[src/rtl/if_stage_unit.sv]
// Instruction fetch stage: PC register, IF/ID pipeline register, one-entry
// skid buffer for data that arrives while decode is stalled, and a small
// FETCH/HOLD/REDIRECT controller.
module if_stage_unit #(
    parameter logic [31:0] RESET_PC  = 32'h0000_0000,
    parameter logic [31:0] NOP_INSTR = 32'h0000_0013
) (
    input  logic        CLK,
    input  logic        RESET,
    input  logic        stall,
    input  logic        branch_taken,
    input  logic [31:0] branch_target,
    input  logic [31:0] imem_readdata,
    input  logic        imem_busywait,
    output logic        imem_read,
    output logic [31:0] imem_address,
    output logic [31:0] if_id_instruction,
    output logic [31:0] if_id_pc,
    output logic [31:0] if_id_pc_plus4,
    output logic        if_id_valid
);

    typedef enum logic [1:0] {FETCH, HOLD, REDIRECT} state_t;

    state_t      state, state_n;
    logic [31:0] pc, pc_n;
    logic [31:0] pc_plus4;
    logic [31:0] skid, skid_n;
    logic [31:0] instr_n, ipc_n, ipc4_n;
    logic        valid_n;

    // 32-bit wrap is intentional: 0xFFFF_FFFC advances to 0.
    assign pc_plus4     = pc + 32'd4;
    assign imem_address = pc;
    // Gate with RESET so no request escapes while reset is held.
    assign imem_read    = (state == FETCH) && !RESET;

    // Next-state / next-register logic; branch overrides stall and busywait.
    always_comb begin
        state_n = state;
        pc_n    = pc;
        skid_n  = skid;
        instr_n = if_id_instruction;
        ipc_n   = if_id_pc;
        ipc4_n  = if_id_pc_plus4;
        valid_n = if_id_valid;
        if (branch_taken) begin
            // Redirect: word-align target, squash IF/ID, drop skid data.
            pc_n    = {branch_target[31:2], 2'b00};
            instr_n = NOP_INSTR;
            valid_n = 1'b0;
            skid_n  = '0;
            state_n = REDIRECT;
        end else begin
            unique case (state)
                FETCH: begin
                    if (!imem_busywait && !stall) begin
                        instr_n = imem_readdata;
                        ipc_n   = pc;
                        ipc4_n  = pc_plus4;
                        valid_n = 1'b1;
                        pc_n    = pc_plus4;
                    end else if (!imem_busywait && stall) begin
                        // Data is ready but decode cannot take it: park it.
                        skid_n  = imem_readdata;
                        state_n = HOLD;
                    end else if (imem_busywait && !stall) begin
                        instr_n = NOP_INSTR;
                        valid_n = 1'b0;
                    end
                end
                HOLD: begin
                    if (!stall) begin
                        // Release parked word without refetching it.
                        instr_n = skid;
                        ipc_n   = pc;
                        ipc4_n  = pc_plus4;
                        valid_n = 1'b1;
                        pc_n    = pc_plus4;
                        state_n = FETCH;
                    end
                end
                REDIRECT: begin
                    // One dead cycle so any in-flight read is ignored.
                    if (!stall) begin
                        instr_n = NOP_INSTR;
                        valid_n = 1'b0;
                    end
                    state_n = FETCH;
                end
                default: state_n = FETCH;
            endcase
        end
    end

    // State, PC, skid buffer and IF/ID registers with async reset.
    always_ff @(posedge CLK or posedge RESET) begin
        if (RESET) begin
            state             <= FETCH;
            pc                <= RESET_PC;
            skid              <= '0;
            if_id_instruction <= NOP_INSTR;
            if_id_pc          <= '0;
            if_id_pc_plus4    <= '0;
            if_id_valid       <= 1'b0;
        end else begin
            state             <= state_n;
            pc                <= pc_n;
            skid              <= skid_n;
            if_id_instruction <= instr_n;
            if_id_pc          <= ipc_n;
            if_id_pc_plus4    <= ipc4_n;
            if_id_valid       <= valid_n;
        end
    end

endmodule
[config.mk]
export PLATFORM = sky130hd
export DESIGN_NAME = if_stage_unit
export DESIGN_NICKNAME = d
export VERILOG_FILES = /design/src/rtl/if_stage_unit.sv
export SDC_FILE = /design/constraint.sdc
export NUM_CORES = 1
export LEC_CHECK = 0
export ABC_AREA = 1
export ABC_CLOCK_PERIOD_IN_PS = 6300
export BUFFER_PORTS_ARGS = -buffer_cell sky130_fd_sc_hd__buf_2
export CAP_MARGIN = 20
export CORE_MARGIN = 4
export CORE_UTILIZATION = 50
export CTS_BUF_LIST = sky130_fd_sc_hd__clkbuf_4 sky130_fd_sc_hd__clkbuf_8
export CTS_CLUSTER_SIZE = 20
export DETAILED_ROUTE_END_ITERATION = 6
export GPL_ROUTABILITY_DRIVEN = 0
export GPL_TIMING_DRIVEN = 1
export PLACE_DENSITY = 0.82
export SLEW_MARGIN = 30
export SYNTH_ARGS = -nofsm -noshare
export SYNTH_HDL_FRONTEND = slang
export SYNTH_SLANG_ARGS = --single-unit
[constraint.sdc]
create_clock -name CLK -period 6.3 [get_ports CLK]
set_input_delay 0 -clock CLK [delete_from_list [all_inputs] [get_ports CLK]]
set_output_delay 0 -clock CLK [all_outputs]
set_load 0.03 [all_outputs]
Word level (Yosys, flattened, before mapping)

Index checks and enable logic that the tools add are counted.

Latch bits: 0
Memories: 0
Bits of input ports: 69
Memory bits (read-only): 0
RAM bits: 0
Output and inout port bits: 130
Word-level logic and storage cells: 69
Register bits after elaboration: 163

Shift operators: 0
Equal/unequal tests: 12
Bitwise gates (word level): 1
Multiply operators: 0
Magnitude comparators: 0
Multiplexer cells: 30
Divide/modulo/power cells: 0
Add/sub/neg operators: 1
Reductions and logical operators: 18

Operators by type and width:

| kind                                                  | number |
|---|---|
| 2-to-1 mux 32 bit                                     | 15 |
| case mux 32 bit (2 select lines)                      | 2 |
| case mux 32 bit (3 select lines)                      | 1 |
| adder 32 x 3 -> 32 bit, second input constant         | 1 |
| inequality test 3 bit, second input constant          | 3 |
| AND reduction 3 bit                                   | 3 |
| 2-to-1 mux 2 bit                                      | 4 |
| 2-to-1 mux 1 bit                                      | 6 |
| inequality test 3 x 2 -> 1 bit, second input constant | 2 |
| nonzero test 2 bit                                    | 3 |
| AND reduction 5 bit                                   | 1 |
| logical AND 1 bit                                     | 4 |
| inequality test 2 bit, second input constant          | 2 |
| inequality test 4 x 2 -> 1 bit, second input constant | 1 |
| inequality test 4 bit, second input constant          | 1 |
| case mux 2 bit (2 select lines)                       | 1 |
| AND reduction 4 bit                                   | 1 |
| nonzero test 4 bit                                    | 1 |
| zero test 1 bit                                       | 3 |
| case mux 1 bit (3 select lines)                       | 1 |
| nonzero test 3 bit                                    | 1 |
| equality test 2 x 1 -> 1 bit, second input constant   | 1 |
| equality test 2 bit, second input constant            | 1 |
| zero test 2 bit                                       | 1 |
| other kinds (2)                                       | 2 |

Depth between registers and ports, before layout

Gate-level depths: netlist of run 1.

Word-level depth: 7
Mapped depth: 10
Depth with buffers taken out: 9

Worst setup path before layout of run 1

Ideal clock, no wire load.

Path type: register -> register
Start point: reg pc[3], in the netlist imem_address[3]
End point: reg if_id_pc_plus4[28]
Stages on the path, launching flop included: 9
Library setup time: 119 ps
Arrival time: 1513 ps
Buffers on the path: 0
Required time: 6181 ps
Period minus slack after synthesis: 1632 ps
Setup slack: 4668 ps
Cells stage by stage: dfrtp_1 ha_1 nand2_1 nor2_4 nand2_4 nor2_1 nand3_1 nand3_1 nand2_1

Word-level cells in the longest chain between the ends: 3

RTL lines:

| what                                        | RTL line | text |
|---|---|---|
| start: declaration                          | 26       | `logic [31:0] pc, pc_n;` |
| start signal: assignment                    | 108      | `pc <= pc_n;` |
| adder 32 x 3 -> 32 bit (*)                  | 33       | `assign pc_plus4 = pc + 32'd4;` |
| 2-to-1 mux 32 bit, on equally long branches | 73, 57   |  |
| case mux 32 bit (2 select lines) (*)        | 55       | `unique case (state)` |
| end signal: assignment                      | 112      | `if_id_pc_plus4 <= ipc4_n;` |
| end: declaration                            | 19       | `output logic [31:0] if_id_pc_plus4,` |

Mark *: on every way between the ends. The rest lies on a longest branch, timed or not. The select of a mux whose other input is x is not followed.
A chain may end at the register's enable or synchronous reset.

Final worst setup path of run 1

Start point: reg state[0]
End point: reg if_id_pc_plus4[23]

Word-level cells in the longest chain between the ends: 3

RTL lines:

| what                                                                   | RTL line | text |
|---|---|---|
| start: declaration                                                     | 25       | `state_t state, state_n;` |
| start signal: assignment                                               | 107      | `state <= state_n;` |
| equality test 2 x 1 -> 1 bit / zero test 2 bit (equally long branches) | 55       |  |
| inequality test 2 bit (no source line) (tied with other cells)         | -        |  |
| AND reduction 4 bit (no source line)                                   | -        |  |

Parallel ways exist; a longest one is shown, timed or not.

==> impl_metrics.toml, run 1 <==
[floorplan]
core_um2 = 14100
initial_core_util_pct = 51.8
num_rows = 43
die_h_um = 129
die-width_um = 129
ios = 199
die_area_um2 = 16600

[critical_path]
worst-path-stages = 9
crit_path_max_fanout = 93
cp_top_family = "buffers and inverters"
cp.buffers_inverters = 4
cp-start-kind = "flop"
crit_arrival_ns = 3.12
critPathLaunch = "state[0]"
critical_path.slowest_cell = "buf_4"
r2r_start = "state[0]"
reg2regPathDepth = 9
r2r_slack_ns = 3.51
worst_ep_required_time_ns = 6.63
max_stage_delay_ns = 0.69
cp-end-kind = "flop"
r2r_end = "if_id_pc_plus4[23]"
path_cells = "inv_1 -> ha_1 -> inv_2 -> nand2_1 -> nand3_4 -> buf_4 -> inv_2 -> nand3_1 -> nand2_1"
path_class = "flop to flop"

[worst_hold_path]
hp-start = "stall"
worst_hold_path_type = "input port to flop"
whs_path_depth = 4
hold_end = "if_id_instruction[0]"

[placement]
dp_hpwl_um = 13700
dpl-instance-area_um2 = 8300
port_buffers = 190

[yosys]
synth-seq-cells = 157
synth_cell_types = 34
syn_area_um2 = 7300
synthFlopType = "dfrtp_1"
async_flop_share_pct = 100
synth_top_area_cell = "dfrtp_1"
ys_seq_area_share_pct = 53.8
synth_area_leaders = "dfrtp_1, nand2_1, o21ai_0, nand3_1, inv_1"
ys_warn_count = 0
synth_cells = 886
synth_edf_count = 0
synth_top_area_share_pct = 52.8
avgSynthCellArea_um2 = 8.24

[cells_and_area]
seq_area_um2 = 3930
n_fill_cell = 1156
multi_input_area_um2 = 2790
syn_to_final_growth_pct = 28.5
nets = 1194
final_cell_area_um2 = 9390
drive_gt1_share_pct = 21.9

[clocking]
clkSinkCount = 157
cts-buffers-inserted = 17
postCtsHoldBufs = 63
clk_root_buffer_cell = "clkbuf_8"
post_cts_buffers = 0
htree_levels = 4
insertion_delay_ns = 0.45
clk_pin_slew_worst_paths_ns = 0.08
cts_resized = 0
tritoncts = "done"
cts_buffer_depth = 2

[sta]
drv_slew = 0
rsz0062_at_grt = "false"
finalHoldViolations = 0
fin_crit_ns = 2.79
fmax_mhz = 358
clock_skew_ns = 0.0105
setup_tns_ns = 0
finalSetupViolations = 0
holdWs_ns = 0.0346
maxSlewHeadroom_pct = 37.3
post-route-period-util_pct = 44.3
worst_slew_pin_slew_ns = 0.935

[global_route]
grt_use_total_pct = 25.9
grt_pass1_vias = 6928
antenna_found_initial = 1
grt_max_degree = 94
grt_pass1_wl_um = 34400
grt_overflow = 0

[job]
drv_cap = 0

[drt]
wirelength_um = 21300
route.detailed.drc = 0
dr.pass1.iters = 7
ant_nets = 0
viasPerCell = 5.34
drtIter0Drc = 763
routed-via-count = 7020
wire_per_inst_um = 16.2

[outcome]
status = "finished clean"

[power_and_ir_drop]
peakVddDrop_uv = 276
cellLeakagePower_nw = 4.82
power_density_nw_per_um2 = 321
## worst reg2reg max path, cell delays in order (launching register included)
cell	delay (ns)
dfrtp_1	0.36
inv_1	0.08
ha_1	0.23
inv_2	0.15
nand2_1	0.15
nand3_4	0.11
buf_4	0.69
inv_2	0.53
nand3_1	0.27
nand2_1	0.10
## sequential cells by signal (all words and copies together) (netlist names)
| name | flops |
|---|---|
| if_id_instruction | 32 |
| if_id_pc | 30 |
| if_id_pc_plus4 | 30 |
| if_id_valid | 1 |
| imem_address | 30 |
| skid | 32 |
| state | 2 |
## through the flow
stage / setup slack, ns / instances / total power, mW / utilization [%]
final: 3.51 / 1314 / 3.01 / 66.6
after global routing: 3.21 / 1314 / 3.17 / 66.6
after CTS: 3.55 / 1313 / 3.02 / 66.6
after detailed placement: 3.38 / 1219 / 2.13 / 58.9
after global placement: 3.05 / 1219 / 2.11 / 58.8
after floorplan: 2.07 / 891 / 1.85 / -
## cell type report
| type | count | area share, % |
|---|---|---|
| clock inverters | 12 | 2.05 |
| flip-flops and latches | 157 | 41.9 |
| well taps | 180 | 2.40 |
| clock buffers | 19 | 2.79 |
| inverters | 97 | 3.93 |
| diodes | 1 | 0.0267 |
| repair buffers | 257 | 17.2 |
| multi-input cells | 591 | 29.7 |
## cells by family after synthesis
| group | count (synthesis) | share of synthesized area (%) |
|---|---|---|
| simple gates | 412 | 23.6 |
| compound gates | 167 | 13.1 |
| flops | 157 | 53.8 |
| buf+inv | 143 | 8.46 |
| fa+ha+maj | 4 | 0.685 |
| xor+xnor | 2 | 0.240 |
| other cells | 1 | 0.0513 |
## cells in the final DEF (no fill, tap or decap), types with 2 or more instances in the layout
cell           count
conb_1             6
o211ai_1           3
dlygate4sd3_1     63
inv_2              4
nor2_4             5
inv_1             90
clkbuf_8          19
nor2_2             2
nor2_1            41
clkinv_1           2
nand3_1           89
dfrtp_1          154
ha_1               4
o22ai_1            3
nand2_2            2
o21ai_0          103
buf_4              3
dfstp_2            3
nand2_1          267
a22oi_1           30
a21oi_1            8
clkinv_2           4
bufinv_16          5
buf_2            190
o21a_1             4
o21ai_1           13
clkinvlp_4         3
## worst max-delay path by stage
stage | slack, ns | end
after floorplan | 2.07 | if_id_instruction[10]
after global placement | 3.05 | imem_address[16]
after detailed placement | 3.38 | imem_address[13]
after CTS | 3.55 | imem_address[6]
after global routing | 3.21 | imem_address[6]
final | 3.51 | if_id_pc_plus4[23]
## Yosys cell counts (4+ instances only)
master / count
nand2_1: 268
dfrtp_1: 154
o21ai_0: 103
inv_1: 95
nand3_1: 90
nor2_1: 41
a22oi_1: 30
buf_2: 16
o21ai_1: 13
clkbuf_1: 12
a21oi_1: 8
buf_4: 8
clkbuf_2: 7
nor2_4: 5
ha_1: 4
o21a_1: 4
## report_power, final
part / internal [mW] / leakage [nW] / total (mW) / switching, mW
registers: 1.17 / 2.01 / 1.29 / 0.118
clock network: 0.488 / 0.223 / 0.864 / 0.376
logic: 0.247 / 2.59 / 0.859 / 0.612
total: 1.91 / 4.82 / 3.01 / 1.11
## routing by layer
layer	wire length [um]	up-vias	share of wire (%)	GRT usage (%)
met5	0	-	0	0
met4	474	0	2.2	7.91
met3	1840	46	8.7	6.89
met2	10100	338	47	41.3
met1	8850	3321	42	34.9
li1	-	3315	-	-
(Power assumes the default switching activity.)
==> run 2: changes to the inputs <==
Settings changed: ABC_CLOCK_PERIOD_IN_PS 6300 to 2200, CORE_UTILIZATION 50 to 49, PLACE_DENSITY 0.82 to 0.83.
Clock period 6.3 ns to 2.2 ns, I/O delays scaled along.
==> impl_metrics.toml, run 2 (synthesis results as in run 1) <==
[clocking]
clkSinkCount = 157
clk_root_buffer_cell = "clkbuf_8"
clk_pin_slew_worst_paths_ns = 0.08
htree_levels = 4
cts_buffer_depth = 2
insertion_delay_ns = 0.44
post_cts_buffers = 0
tritoncts = "done"
cts-buffers-inserted = 17

[critical_path]
path_class = "flop to flop"
crit_arrival_ns = 2.23
r2r_start = "state[0]"
r2r_slack_ns = 0.28
cp-start-kind = "flop"
cp-end-kind = "flop"
worst_ep_required_time_ns = 2.51
critPathLaunch = "state[0]"
crit_path_max_fanout = 25
reg2regPathDepth = 8

[cells_and_area]
n_fill_cell = 1162
nets = 1209
drive_gt1_share_pct = 22.8
syn_to_final_growth_pct = 31.0
reg.largest.list = "if_id_instruction: 32 flops, skid: 32 flops"
final-instance-count-excl-fill = 1333
final_cell_mix = "nand2_1, buf_2, dfrtp_1"
mostFrequentLayoutCell = "nand2_1"
num_antenna_cells = 0
final_cell_area_um2 = 9570

[global_route]
grt_max_degree = 81
antenna_found_initial = 0
grt_overflow = 0
grt_pass1_wl_um = 34100
grt_pass1_vias = 6946
grt_use_total_pct = 25.4

[sta]
setup_tns_ns = 0
rsz0062_at_grt = "false"
fin_ws_ns = 0.276
clock_skew_ns = 0.0114
post-route-period-util_pct = 87.4
fin_crit_ns = 1.92
finalSetupViolations = 0
drv_slew = 0
holdWs_ns = 0.0516
finalHoldViolations = 0
fmax_mhz = 520

[drt]
ant_nets = 0
dr.pass1.iters = 5
route.detailed.drc = 0
wire_per_inst_um = 16.0
routed-via-count = 7082
drtIter0Drc = 678
viasPerCell = 5.31
wirelength_um = 21300

[floorplan]
num_rows = 44
die-width_um = 130
core_um2 = 14600
ios = 199
die_area_um2 = 16900
die_h_um = 130
initial_core_util_pct = 50.1

[worst_hold_path]
worst_hold_path_type = "input port to flop"
whs_path_depth = 3
hp-start = "stall"

[placement]
dp.cells = 1238
dpl_worst_slack_ns = 0.228
port_buffers = 190
dpl-instance-area_um2 = 8480
dp_hpwl_um = 13800

[power_and_ir_drop]
cellLeakagePower_nw = 4.93
power_density_nw_per_um2 = 898
peakVddDrop_uv = 446

[outcome]
status = "finished clean"

[job]
drv_cap = 0
## run 2: changes by cell type in the layout (fill, tap and decap cells not counted), moves of 2 or more
cell / previous run / this run
clkinv_1: 2 / 0
inv_1: 90 / 94
clkinv_2: 4 / 1
inv_2: 4 / 2
clkinv_4: 0 / 3
buf_12: 0 / 6
buf_4: 3 / 13
clkbuf_4: 0 / 2
## run 2: cell type report
class / instances / area [um^2] / area share, %
Sequential cell: 157 / 3930 / 41.1
Multi-Input combinational cell: 591 / 2790 / 29.2
Clock inverter: 12 / 184 / 1.92
Tap cell: 184 / 230 / 2.41
Timing Repair Buffer: 272 / 1800 / 18.8
Clock buffer: 20 / 263 / 2.75
Inverter: 97 / 368 / 3.85
## run 2: critical path: stages (launching register included)
cell     delay, ns
dfrtp_1       0.39
inv_1         0.11
ha_1          0.24
inv_2         0.11
nand2_1       0.17
nand3_4       0.22
buf_4         0.30
nand2_1       0.12
o21ai_0       0.12
## run 2: final timing paths
kind                                         endpoint
worst min register to register      if_id_pc_plus4[3]
max in group asynchronous        if_id_instruction[0]
worst max-delay path                     if_id_pc[22]
worst max register to register           if_id_pc[22]
worst min-delay path             if_id_instruction[0]
min in group asynchronous       if_id_instruction[12]
## run 2: metrics by stage
stage / util (%) / total power, mW
floorplan: - / 5.31
detailed placement: 58.2 / 6.14
global placement: 58.2 / 6.07
finish: 65.6 / 8.59
global route: 65.6 / 9.04
CTS: 65.5 / 8.61
## run 2: per-layer routing
layer | up-vias | GRT usage, % | share of wire (%)
met1 | 3300 | 32.2 | 40
met5 | - | 0 | 0
met4 | 0 | 10.9 | 3.1
li1 | 3357 | - | -
met3 | 66 | 6.43 | 8.6
met2 | 359 | 41.7 | 49
## run 2: repair_timing
item                       4_1_cts  5_1_grt
setup endpoints to repair        0        2
hold endpoints to repair       248        0
gates resized for setup          0        1
hold buffers                    63        0
## run 2: power by group
group	switching [mW]	internal (mW)	total (mW)
combinational	1.75	0.745	2.50
sequential	0.347	3.36	3.70
clock	1.09	1.30	2.39
total	3.18	5.40	8.59
